## config.mk

```make
export PLATFORM = sky130hd
export DESIGN_NAME = motor_duty_ramp_flat
export DESIGN_NICKNAME = d
export VERILOG_FILES = /design/src/rtl/motor_pkg.sv /design/src/rtl/motor_duty_ramp_if.sv /design/src/rtl/motor_duty_ramp_slew_step.sv /design/src/rtl/motor_duty_ramp.sv /design/src/flat_wrapper.sv
export SDC_FILE = /design/constraint.sdc
export NUM_CORES = 1
export LEC_CHECK = 0
export CORE_ASPECT_RATIO = 1.1
export CORE_UTILIZATION = 60
export DETAILED_ROUTE_END_ITERATION = 6
export PLACE_DENSITY_LB_ADDON = 0.05
export SLEW_MARGIN = 25
export SYNTH_ARGS = -nofsm -noshare
export SYNTH_HDL_FRONTEND = slang
export SYNTH_SLANG_ARGS = --single-unit
export TNS_END_PERCENT = 100
```

## constraint.sdc

```tcl
create_clock -name clk -period 13.81 [get_ports clk]
set_clock_uncertainty 0.15 [all_clocks]
set_input_delay 2.0715 -clock clk [delete_from_list [all_inputs] [get_ports clk]]
set_output_delay 2.0715 -clock clk [all_outputs]
set_load 0.02 [all_outputs]
```

## src/rtl/motor_pkg.sv

```systemverilog
// Shared types and defaults for the motor duty ramp and the PWM counter.
package motor_pkg;

  localparam int DUTY_W       = 32;
  localparam int DEF_PERIOD   = 1250;  // PWM counter counts 0..PERIOD
  localparam int DEF_MAX_DUTY = 1251;  // PERIOD+1 = 100% on

  typedef enum logic [1:0] {IDLE, RUN, REV_DOWN, DEAD} state_e;

  // Clamp a commanded duty to the allowed maximum.
  function automatic logic [DUTY_W-1:0] clamp_duty(input logic [DUTY_W-1:0] d,
                                                   input logic [DUTY_W-1:0] m);
    return (d > m) ? m : d;
  endfunction

endpackage

```

## src/rtl/motor_duty_ramp_if.sv

```systemverilog
// CPU command handshake for the motor duty ramp.
interface motor_duty_ramp_if;
  import motor_pkg::*;

  logic              cmd_valid;
  logic              cmd_ready;
  logic [DUTY_W-1:0] cmd_duty;
  logic              cmd_dir;

  modport master (output cmd_valid, output cmd_duty, output cmd_dir, input  cmd_ready);
  modport slave  (input  cmd_valid, input  cmd_duty, input  cmd_dir, output cmd_ready);
endinterface

```

## src/rtl/motor_duty_ramp_slew_step.sv

```systemverilog
// One saturating slew step: move duty toward target by at most step,
// never passing the target and never wrapping below zero.
module duty_slew_step
  import motor_pkg::*;
(
  input  logic [DUTY_W-1:0] duty_i,
  input  logic [DUTY_W-1:0] target_i,
  input  logic [DUTY_W-1:0] step_i,
  output logic [DUTY_W-1:0] next_o
);

  logic [DUTY_W-1:0] diff;
  logic [DUTY_W-1:0] amt;

  // Magnitude of the gap, limited to one step, applied in the right direction.
  always_comb begin
    diff   = (duty_i < target_i) ? (target_i - duty_i) : (duty_i - target_i);
    amt    = (diff > step_i) ? step_i : diff;
    next_o = (duty_i < target_i) ? (duty_i + amt) : (duty_i - amt);
  end

endmodule

```

## src/rtl/motor_duty_ramp.sv

```systemverilog
// Motor duty ramp: slew-limits CPU duty commands once per PWM period and
// sequences direction reversals through ramp-down, a dead interval and flip.
// Optional watchdog: define RAMP_WATCHDOG_EN to ramp to idle when commands stop.
module motor_duty_ramp
  import motor_pkg::*;
#(
  parameter int PERIOD     = DEF_PERIOD,
  parameter int MAX_DUTY   = DEF_MAX_DUTY,
  parameter int STEP       = 25,
  parameter int DEAD_TICKS = 4,
  parameter int WDT_TICKS  = 400
) (
  input  logic              clk,
  input  logic              rst,
  motor_duty_ramp_if.slave  cmd,
  output logic [DUTY_W-1:0] duty,
  output logic              enable,
  output logic              dir,
  output logic              tick,
  output logic              busy,
  output logic              timeout
);

  localparam int CW = $clog2(PERIOD + 1);
  localparam int DW = $clog2(DEAD_TICKS + 2);

  state_e            state_q;
  logic [CW-1:0]     cnt_q;
  logic              tick_q;
  logic [DUTY_W-1:0] duty_q;
  logic [DUTY_W-1:0] target_q;
  logic              tgt_dir_q;
  logic              enable_q;
  logic              dir_q;
  logic [DW-1:0]     dead_q;
  logic              timeout_q;

  logic              accept;
  logic [DUTY_W-1:0] clamped;
  logic [DUTY_W-1:0] slew_tgt;
  logic [DUTY_W-1:0] slew_next;
  logic              wdt_fire;

  assign cmd.cmd_ready = (state_q != REV_DOWN) && (state_q != DEAD);
  assign accept        = cmd.cmd_valid && cmd.cmd_ready;
  assign clamped       = clamp_duty(cmd.cmd_duty, DUTY_W'(MAX_DUTY));
  // Outside RUN the only ramp is down to zero; the target is kept for later.
  assign slew_tgt      = (state_q == RUN) ? target_q : '0;

  duty_slew_step u_slew (
    .duty_i   (duty_q),
    .target_i (slew_tgt),
    .step_i   (DUTY_W'(STEP)),
    .next_o   (slew_next)
  );

  // Free-running PWM period counter with a registered end-of-period pulse.
  always_ff @(posedge clk or posedge rst) begin
    if (rst) begin
      cnt_q  <= '0;
      tick_q <= 1'b0;
    end else begin
      tick_q <= (cnt_q == CW'(PERIOD));
      cnt_q  <= (cnt_q == CW'(PERIOD)) ? '0 : cnt_q + 1'b1;
    end
  end

`ifdef RAMP_WATCHDOG_EN
  localparam int WW = $clog2(WDT_TICKS + 2);
  logic [WW-1:0] wdt_q;

  // Fires once when the tick count since the last command hits the limit.
  assign wdt_fire = (wdt_q == WW'(WDT_TICKS)) && !timeout_q && !accept;

  // Ticks since last accepted command, counted only while the motor is active.
  always_ff @(posedge clk or posedge rst) begin
    if (rst) begin
      wdt_q     <= '0;
      timeout_q <= 1'b0;
    end else if (accept) begin
      wdt_q     <= '0;
      timeout_q <= 1'b0;
    end else begin
      if (wdt_fire) timeout_q <= 1'b1;
      if (tick_q && (state_q != IDLE) && (wdt_q != WW'(WDT_TICKS)))
        wdt_q <= wdt_q + 1'b1;
    end
  end
`else
  logic unused_wdt;
  assign unused_wdt = ^(32'(WDT_TICKS));
  assign wdt_fire   = 1'b0;
  assign timeout_q  = 1'b0;
`endif

  // Command capture and ramp/reversal sequencing; outputs are registered.
  always_ff @(posedge clk or posedge rst) begin
    if (rst) begin
      state_q   <= IDLE;
      duty_q    <= '0;
      target_q  <= '0;
      tgt_dir_q <= 1'b1;
      enable_q  <= 1'b0;
      dir_q     <= 1'b1;
      dead_q    <= '0;
    end else begin
      if (accept) begin
        target_q  <= clamped;
        tgt_dir_q <= cmd.cmd_dir;
      end else if (wdt_fire) begin
        target_q  <= '0;
      end

      case (state_q)
        IDLE: begin
          duty_q   <= '0;
          enable_q <= 1'b0;
          if (accept && (clamped != '0)) begin
            dir_q    <= cmd.cmd_dir;
            enable_q <= 1'b1;
            state_q  <= RUN;
          end
        end

        RUN: begin
          if (accept && (cmd.cmd_dir != dir_q)) begin
            if (duty_q != '0) begin
              state_q <= REV_DOWN;
              if (tick_q) duty_q <= slew_next;
            end else begin
              // Already at zero: flip now and start the new ramp next tick.
              dir_q <= cmd.cmd_dir;
            end
          end else if (tick_q) begin
            if ((duty_q == '0) && (target_q == '0) && !accept) begin
              enable_q <= 1'b0;
              state_q  <= IDLE;
            end else begin
              duty_q <= slew_next;
            end
          end
        end

        REV_DOWN: begin
          if (duty_q == '0) begin
            enable_q <= 1'b0;
            dead_q   <= '0;
            state_q  <= DEAD;
          end else if (tick_q) begin
            duty_q <= slew_next;
          end
        end

        DEAD: begin
          if (dead_q == DW'(DEAD_TICKS)) begin
            dir_q    <= tgt_dir_q;
            enable_q <= 1'b1;
            state_q  <= RUN;
          end else if (tick_q) begin
            dead_q <= dead_q + 1'b1;
          end
        end

        default: state_q <= IDLE;
      endcase
    end
  end

  assign duty    = duty_q;
  assign enable  = enable_q;
  assign dir     = dir_q;
  assign tick    = tick_q;
  assign busy    = (state_q == REV_DOWN) || (state_q == DEAD);
  assign timeout = timeout_q;

endmodule

```

## src/flat_wrapper.sv

```systemverilog
// flat-port wrapper written by rule: the top's interface ports become plain ports
module motor_duty_ramp_flat import motor_pkg::*;
#(
  parameter int PERIOD     = DEF_PERIOD,
  parameter int MAX_DUTY   = DEF_MAX_DUTY,
  parameter int STEP       = 25,
  parameter int DEAD_TICKS = 4,
  parameter int WDT_TICKS  = 400
)
  (clk, rst, duty, enable, dir, tick, busy, timeout, cmd_cmd_valid, cmd_cmd_duty, cmd_cmd_dir, cmd_cmd_ready);
  motor_duty_ramp_if cmd_i ();
  input  logic clk;
  input  logic rst;
  output logic [DUTY_W-1:0] duty;
  output logic enable;
  output logic dir;
  output logic tick;
  output logic busy;
  output logic timeout;
  input wire logic [$bits(cmd_i.cmd_valid)-1:0] cmd_cmd_valid;
  input wire logic [$bits(cmd_i.cmd_duty)-1:0] cmd_cmd_duty;
  input wire logic [$bits(cmd_i.cmd_dir)-1:0] cmd_cmd_dir;
  output wire logic [$bits(cmd_i.cmd_ready)-1:0] cmd_cmd_ready;
  assign cmd_i.cmd_valid = cmd_cmd_valid;
  assign cmd_i.cmd_duty = cmd_cmd_duty;
  assign cmd_i.cmd_dir = cmd_cmd_dir;
  assign cmd_cmd_ready = cmd_i.cmd_ready;
  motor_duty_ramp #(.PERIOD(PERIOD), .MAX_DUTY(MAX_DUTY), .STEP(STEP), .DEAD_TICKS(DEAD_TICKS), .WDT_TICKS(WDT_TICKS)) u_core (.clk(clk), .rst(rst), .cmd(cmd_i), .duty(duty), .enable(enable), .dir(dir), .tick(tick), .busy(busy), .timeout(timeout));
endmodule
```

Word level (Yosys, flattened, before mapping)
Cells that the tools add are included.
{"block": "classes", "addsub": 6, "n_lt_le_gt_ge": 3, "eq_ne": 23, "muxes": 37, "reduce_logical": 21}
{"op": "$mux 32", "n": 11}
{"op": "$pmux 32 s3", "n": 1}
{"op": "$sub 32x32->32", "n": 3}
{"op": "$logic_not 32->1", "n": 2}
{"op": "$reduce_bool 32->1", "n": 2}
{"op": "$add 32x32->32", "n": 1}
{"op": "$gt 32x11->1 const B", "n": 1}
{"op": "$gt 32x5->1 const B", "n": 1}
{"op": "$lt 32x32->1", "n": 1}
{"op": "$ne 2x2->1 const B", "n": 8}
{"op": "$reduce_and 5->1", "n": 3}
{"op": "$mux 2", "n": 7}
{"op": "$add 11x1->11 const B", "n": 1}
{"op": "$eq 11x11->1 const B", "n": 1}
{"op": "$mux 11", "n": 1}
{"op": "$mux 1", "n": 10}
{"op": "$ne 2x1->1 const B", "n": 5}
{"op": "$mux 3", "n": 3}
{"op": "$ne 3x3->1 const B", "n": 3}
{"op": "$pmux 2 s4", "n": 1}
{"op": "$logic_and 1x1->1", "n": 6}
{"op": "$pmux 3 s2", "n": 1}
{"op": "$reduce_and 6->1", "n": 1}
{"op": "$reduce_bool 3->1", "n": 2}
{"op": "other kinds (13)", "n": 14}
{"block": "word_totals", "regBits": 84, "input_bits": 36, "output_inout_bits": 38, "elab_cells": 99}

Longest topological paths before layout
{"block": "logic_depth", "ltp_word": 12, "mapped_depth": 45, "depth_no_buf": 42}

Hierarchy
A second synthesis with hierarchy kept.
{"block": "hier_totals", "cells_unflattened": 1431, "hier_area_um2": 11108.2}
{"mod": "duty_slew_step", "n_inst": 1, "cells_per_inst": 1082, "area_each_um2": 7159.4, "seq_area_each_um2": 0.0}
{"mod": "motor_duty_ramp", "n_inst": 1, "cells_per_inst": 349, "area_each_um2": 3948.8, "seq_area_each_um2": 2104.5}

Least setup slack after synthesis
OpenSTA, ideal clock, no wires.
{"block": "synth_path", "kind": "flip-flop to flip-flop", "start": "reg u_core.state_q[1]", "end": "reg u_core.duty_q[31], in the netlist u_core.duty[31]", "setup_time_ns": 0.077, "arrival_time_ns": 8.608, "t_required_ns": 13.583, "path_slack_ns": 4.975, "stages_incl_launch_ff": 45, "n_path_buf": 4, "synth_period_minus_slack_ns": 8.835, "path_cell_list": "dfrtp_1 inv_1 ha_1 clkbuf_1 nand2_1 inv_1 ha_1 inv_1 fa_1 a211oi_1 o211ai_1 a211o_1 and2_4 a21oi_4 buf_6 mux2i_1 xnor2_2 nor2_1 [9 not listed] nand2_1 o22a_1 o22ai_1 a21oi_1 ha_1 o21a_1 o21ai_0 a21oi_1 a311o_1 and4_1 o31ai_1 a21o_1 a21o_1 o21ai_0 a221o_1 a2111oi_0 mux2i_1 o21ai_1"}
{"block": "synth_between", "elab_chain_len": 12, "elab_cells_between_ends": 33, "cone_classes": "add/sub: 4; order compare: 2; eq/ne: 8; mux: 11; reduce/logical: 8"}
{"element": "start: declaration", "line_no": "motor_duty_ramp.sv:27", "rtl": "state_e state_q;"}
{"element": "start signal: assignment", "line_no": "motor_duty_ramp.sv:99", "rtl": "state_q <= IDLE;"}
{"element": "start signal: assignment", "line_no": "motor_duty_ramp.sv:121", "rtl": "state_q <= RUN;"}
{"element": "start signal: assignment", "line_no": "motor_duty_ramp.sv:128", "rtl": "state_q <= REV_DOWN;"}
{"element": "$eq 2x1->1", "line_no": "motor_duty_ramp.sv:48, motor_duty_ramp.sv:114"}
{"element": "$mux 32", "line_no": "motor_duty_ramp.sv:48", "rtl": "assign slew_tgt = (state_q == RUN) ? target_q : '0;"}
{"element": "$sub 32x32->32 / $lt 32x32->1 (equally long branches)", "line_no": "motor_duty_ramp_slew_step.sv:17, motor_duty_ramp_slew_step.sv:19"}
{"element": "$mux 32", "line_no": "motor_duty_ramp_slew_step.sv:17", "rtl": "diff = (duty_i < target_i) ? (target_i - duty_i) : (duty_i - target_i);"}
{"element": "$gt 32x5->1", "line_no": "motor_duty_ramp_slew_step.sv:18", "rtl": "amt = (diff > step_i) ? step_i : diff;"}
{"element": "$mux 32", "line_no": "motor_duty_ramp_slew_step.sv:18"}
{"element": "$sub 32x32->32 / $add 32x32->32 (equally long branches)", "line_no": "motor_duty_ramp_slew_step.sv:19", "rtl": "next_o = (duty_i < target_i) ? (duty_i + amt) : (duty_i - amt);"}
{"element": "$mux 32", "line_no": "motor_duty_ramp_slew_step.sv:19"}
{"element": "$mux 32, on equally long branches", "line_no": "motor_duty_ramp.sv:135, motor_duty_ramp.sv:129, motor_duty_ramp.sv:149"}
{"element": "$mux 32, on equally long branches", "line_no": "motor_duty_ramp.sv:134, motor_duty_ramp.sv:127"}
{"element": "$mux 32", "line_no": "motor_duty_ramp.sv:126", "rtl": "if (accept && (cmd.cmd_dir != dir_q)) begin"}
{"element": "$pmux 32 s3", "line_no": "motor_duty_ramp.sv:114", "rtl": "case (state_q)"}
{"element": "end signal: assignment", "line_no": "motor_duty_ramp.sv:129", "rtl": "if (tick_q) duty_q <= slew_next;"}
{"element": "end signal: assignment", "line_no": "motor_duty_ramp.sv:139", "rtl": "duty_q <= slew_next;"}
{"element": "end signal: assignment", "line_no": "motor_duty_ramp.sv:150", "rtl": "duty_q <= slew_next;"}
{"element": "end: declaration", "line_no": "motor_duty_ramp.sv:30", "rtl": "logic [DUTY_W-1:0] duty_q;"}
Several ways; a longest one is shown, not always the timed one. The select of a mux whose other input is x is not followed.
A chain may end at the register's enable or synchronous reset.

Worst setup path in the final report
{"block": "layout_path", "start": "reg u_core.state_q[1]", "end": "reg u_core.duty_q[30], in the netlist u_core.duty[30]"}
Same word-level chain as after synthesis.

==> impl_metrics.json <==
{
  "hold_ws_ns": 0.3190,
  "port_buffers": 72,
  "ir_worst_vdd_uv": 274.8,
  "violations": "design-rule violations",
  "synthAdderAreaFrac_pct": 13.89,
  "yosys_most_used_dff": "dfrtp_1",
  "hold_buffers": 0,
  "drive_above_1_share_pct": 4.656,
  "antenna_found_initial": 0,
  "gp_congestion": 0.9928,
  "power_uw": 3072,
  "path_buf_inv": 8,
  "multiInputGateArea_sq_mm": 0.007039,
  "hp-start": "u_core.tgt_dir_q",
  "place_area_sq_mm": 0.01055,
  "holdCritPathClass": "flop to flop",
  "path_delay_family": "compound AO/OA/AOI/OAI gates",
  "post_drt_via_cell_ratio": 6.506,
  "worst_r2r_startpoint": "u_core.state_q[1]",
  "final_cell_mix": "nand2_1 (138), a21oi_1 (109), o21ai_0 (106), ha_1 (104), inv_1 (94)",
  "setup.worst_path.class": "flop to flop",
  "grt_pass1_vias": 9207,
  "ys_seq_area_share_pct": 21.48,
  "async_flop_share_pct": 100.0,
  "clk_path_buf_depth": 2,
  "nFillCells": 1397,
  "drv_slew": 0,
  "antennaDiodeCount": 0,
  "grt_pass1_wl_um": 47890,
  "worst_pin_slew_ns": 0.8897,
  "firstDrtPassIters": 7,
  "drtIter0Drc": 877,
  "synth_top_family_by_area": "compound AO/OA/AOI/OAI gates",
  "reg2regPathDepth": 44,
  "arrival_ns": 11.91,
  "setup_tns_ns": 0,
  "layout.cells.most_common": "nand2_1",
  "boundaryPins": 74,
  "cpMaxStageDelayCell": "or4b_4",
  "die_w_um": 123.9,
  "cts.sinks": 84,
  "drtAntennaViolNets": 0,
  "p_leak_uw": 0.005042,
  "cts_resized": 0,
  "fin_area_sq_mm": 0.01083,
  "synth_compound_area_share_pct": 28.96,
  "synth-simple-area-share_pct": 21.27,
  "syn_area_sq_mm": 0.009799,
  "cp_common_cell": "inv_1",
  "yosys_warnings": 0,
  "regArea_sq_mm": 0.002105,
  "cts_inserted_buffers": 9,
  "final_nets": 1448,
  "rsz0062_at_grt": "no",
  "core_sq_mm": 0.01586,
  "post_cts_buffers": 0,
  "period_needed_ns": 11.82,
  "synth_fp_nets": 1420,
  "timing.fmax_mhz": 84.63,
  "grt_max_degree": 85,
  "syn_area_per_cell_sq_um": 7.674,
  "slowest_delay_ns": 0.72,
  "holdPathEnd": "u_core.tgt_dir_q",
  "holdPathStages": 2,
  "timing.final.crit_share_pct": 85.56,
  "grt_util_all_layers_pct": 37.24,
  "yosysUniqueCellTypes": 77,
  "r2r-end": "u_core.duty[30]",
  "clkTransAtPathRegs_ns": 0.07,
  "status": "finished with violations",
  "vias": 9824,
  "cts_tree": "yes",
  "synth_mux_area_share_pct": 1.749,
  "cap_violations": 0,
  "synth_seq_cells": 84,
  "setup_viol": 0,
  "crit_path_end_kind": "flop",
  "root_buffer": "clkbuf_16",
  "slew_headroom_pct": 40.54,
  "routed_wl_um": 30780,
  "power_density_mw_per_mm2": 283.5,
  "overflow": 0,
  "ff2ff_setup_slack_ns": 1.99,
  "initial_utilization_pct": 61.81,
  "die_h_um": 136.0,
  "syn2layout_area_growth_pct": 10.56,
  "netlist_instances": 1277,
  "path_max_fanout": 68,
  "cp.required_ns": 13.90,
  "synth-xor-area-share_pct": 5.797,
  "htreeDepth": 3,
  "die_area_sq_mm": 0.01685,
  "clk_latency_ns": 0.35,
  "start_kind": "flop",
  "wl_per_cell_um": 20.39,
  "dp_hpwl_um": 23580,
  "drc_errors": 7,
  "hold_violations": 0,
  "synth_edf_count": 0,
  "fp-row-count": 48
}
## final cells by class
class,instances,area share [%]
Clock buffer,9,2.079
Inverter,95,3.303
Sequential cell,84,19.42
Clock inverter,7,0.5312
Tap cell,200,2.310
Multi-Input combinational cell,1033,64.97
Timing Repair Buffer,82,7.380
## per-layer routing
metal	share of wire, %	track usage [%]
met3	6.6	5.034
met1	42	47.97
met2	46	60.12
met5	0	0
met4	5.0	19.68
## Yosys cell counts, types with 9 or more instances
cell      count  area [sq um]
nor3_1       21         105.1
o21a_1       12         90.09
nand2_1     138         518.0
o31ai_1       9         67.56
inv_1        95         356.6
a21oi_1     109         545.5
xor2_1       29         254.0
xnor2_1      34         297.8
buf_2         9         45.04
mux2i_1      16         160.2
o21ai_0     107         535.5
or2_2         9         56.30
nand4_1      16         100.1
o211ai_1     15         112.6
dfrtp_1      82          2052
nor2b_1      19         118.9
clkbuf_1     38         142.6
nand3_1      33         165.2
o31ai_2       9         112.6
and2_1       29         181.4
nor2_1       56         210.2
a211oi_1     18         135.1
ha_1        104          1301
o22ai_1      13         81.33
o21bai_1     11         82.58
a21o_1       44         330.3
nor4_1       27         168.9
and3_1       11         68.82
nand2b_1     30         187.7
## sequential cells by signal (all words and copies together), names as in the netlist
signal	count
u_core.duty	32
u_core.target_q	32
u_core.cnt_q	11
u_core.dead_q	3
u_core.state_q	2
u_core.dir	1
u_core.enable	1
u_core.tgt_dir_q	1
u_core.tick	1
## per-stage QoR
| step | setup WS, ns | cells | util, % |
|---|---|---|---|
| finish | 1.995 | 1510 | 68.33 |
| global route | 1.242 | 1510 | 68.33 |
| CTS | 2.188 | 1510 | 68.33 |
| detailed placement | 2.276 | 1494 | 66.55 |
| global placement | 2.601 | 1494 | 66.49 |
| floorplan | 4.975 | 1277 | - |
## worst reg2reg max path: cells and delay by family (launching register included)
family	cells	cell delay, ns
xor gates and xnor gates	2	0.60
DFF	1	0.40
and+or+nand+nor	9	2.78
AOI/OAI and AO/OA	20	4.48
buffers and inverters	8	1.56
adders and majority gates	5	1.74
## logic make-up after synthesis
kind of cell	count (synthesis)
buffers and inverters	160
other	1
muxes	17
and+or+nand+nor	413
xor gates and xnor gates	64
DFF	84
AOI/OAI and AO/OA	431
adders and majority gates	107
## report_power, final
part / total (uW) / internal, uW / switching, uW / leakage, uW
Sequential: 357 / 283 / 74.1 / 0.00110
Clock: 236 / 124 / 111 / 0.000134
Combinational: 2480 / 974 / 1500 / 0.00381
Total: 3070 / 1380 / 1690 / 0.00504
## worst max-delay path by stage
stage	start	endpoint	slack (ns)	cells past startpoint
after floorplan	u_core.state_q[1]	u_core.duty[31]	4.98	44
after global placement	u_core.state_q[1]	u_core.duty[30]	2.60	44
after detailed placement	u_core.state_q[1]	u_core.duty[30]	2.28	44
after CTS	u_core.state_q[1]	u_core.duty[30]	2.19	44
after global routing	u_core.state_q[1]	u_core.duty[30]	1.24	44
final	u_core.state_q[1]	u_core.duty[30]	1.99	44
No activity file was read; power rests on OpenSTA's default activity.
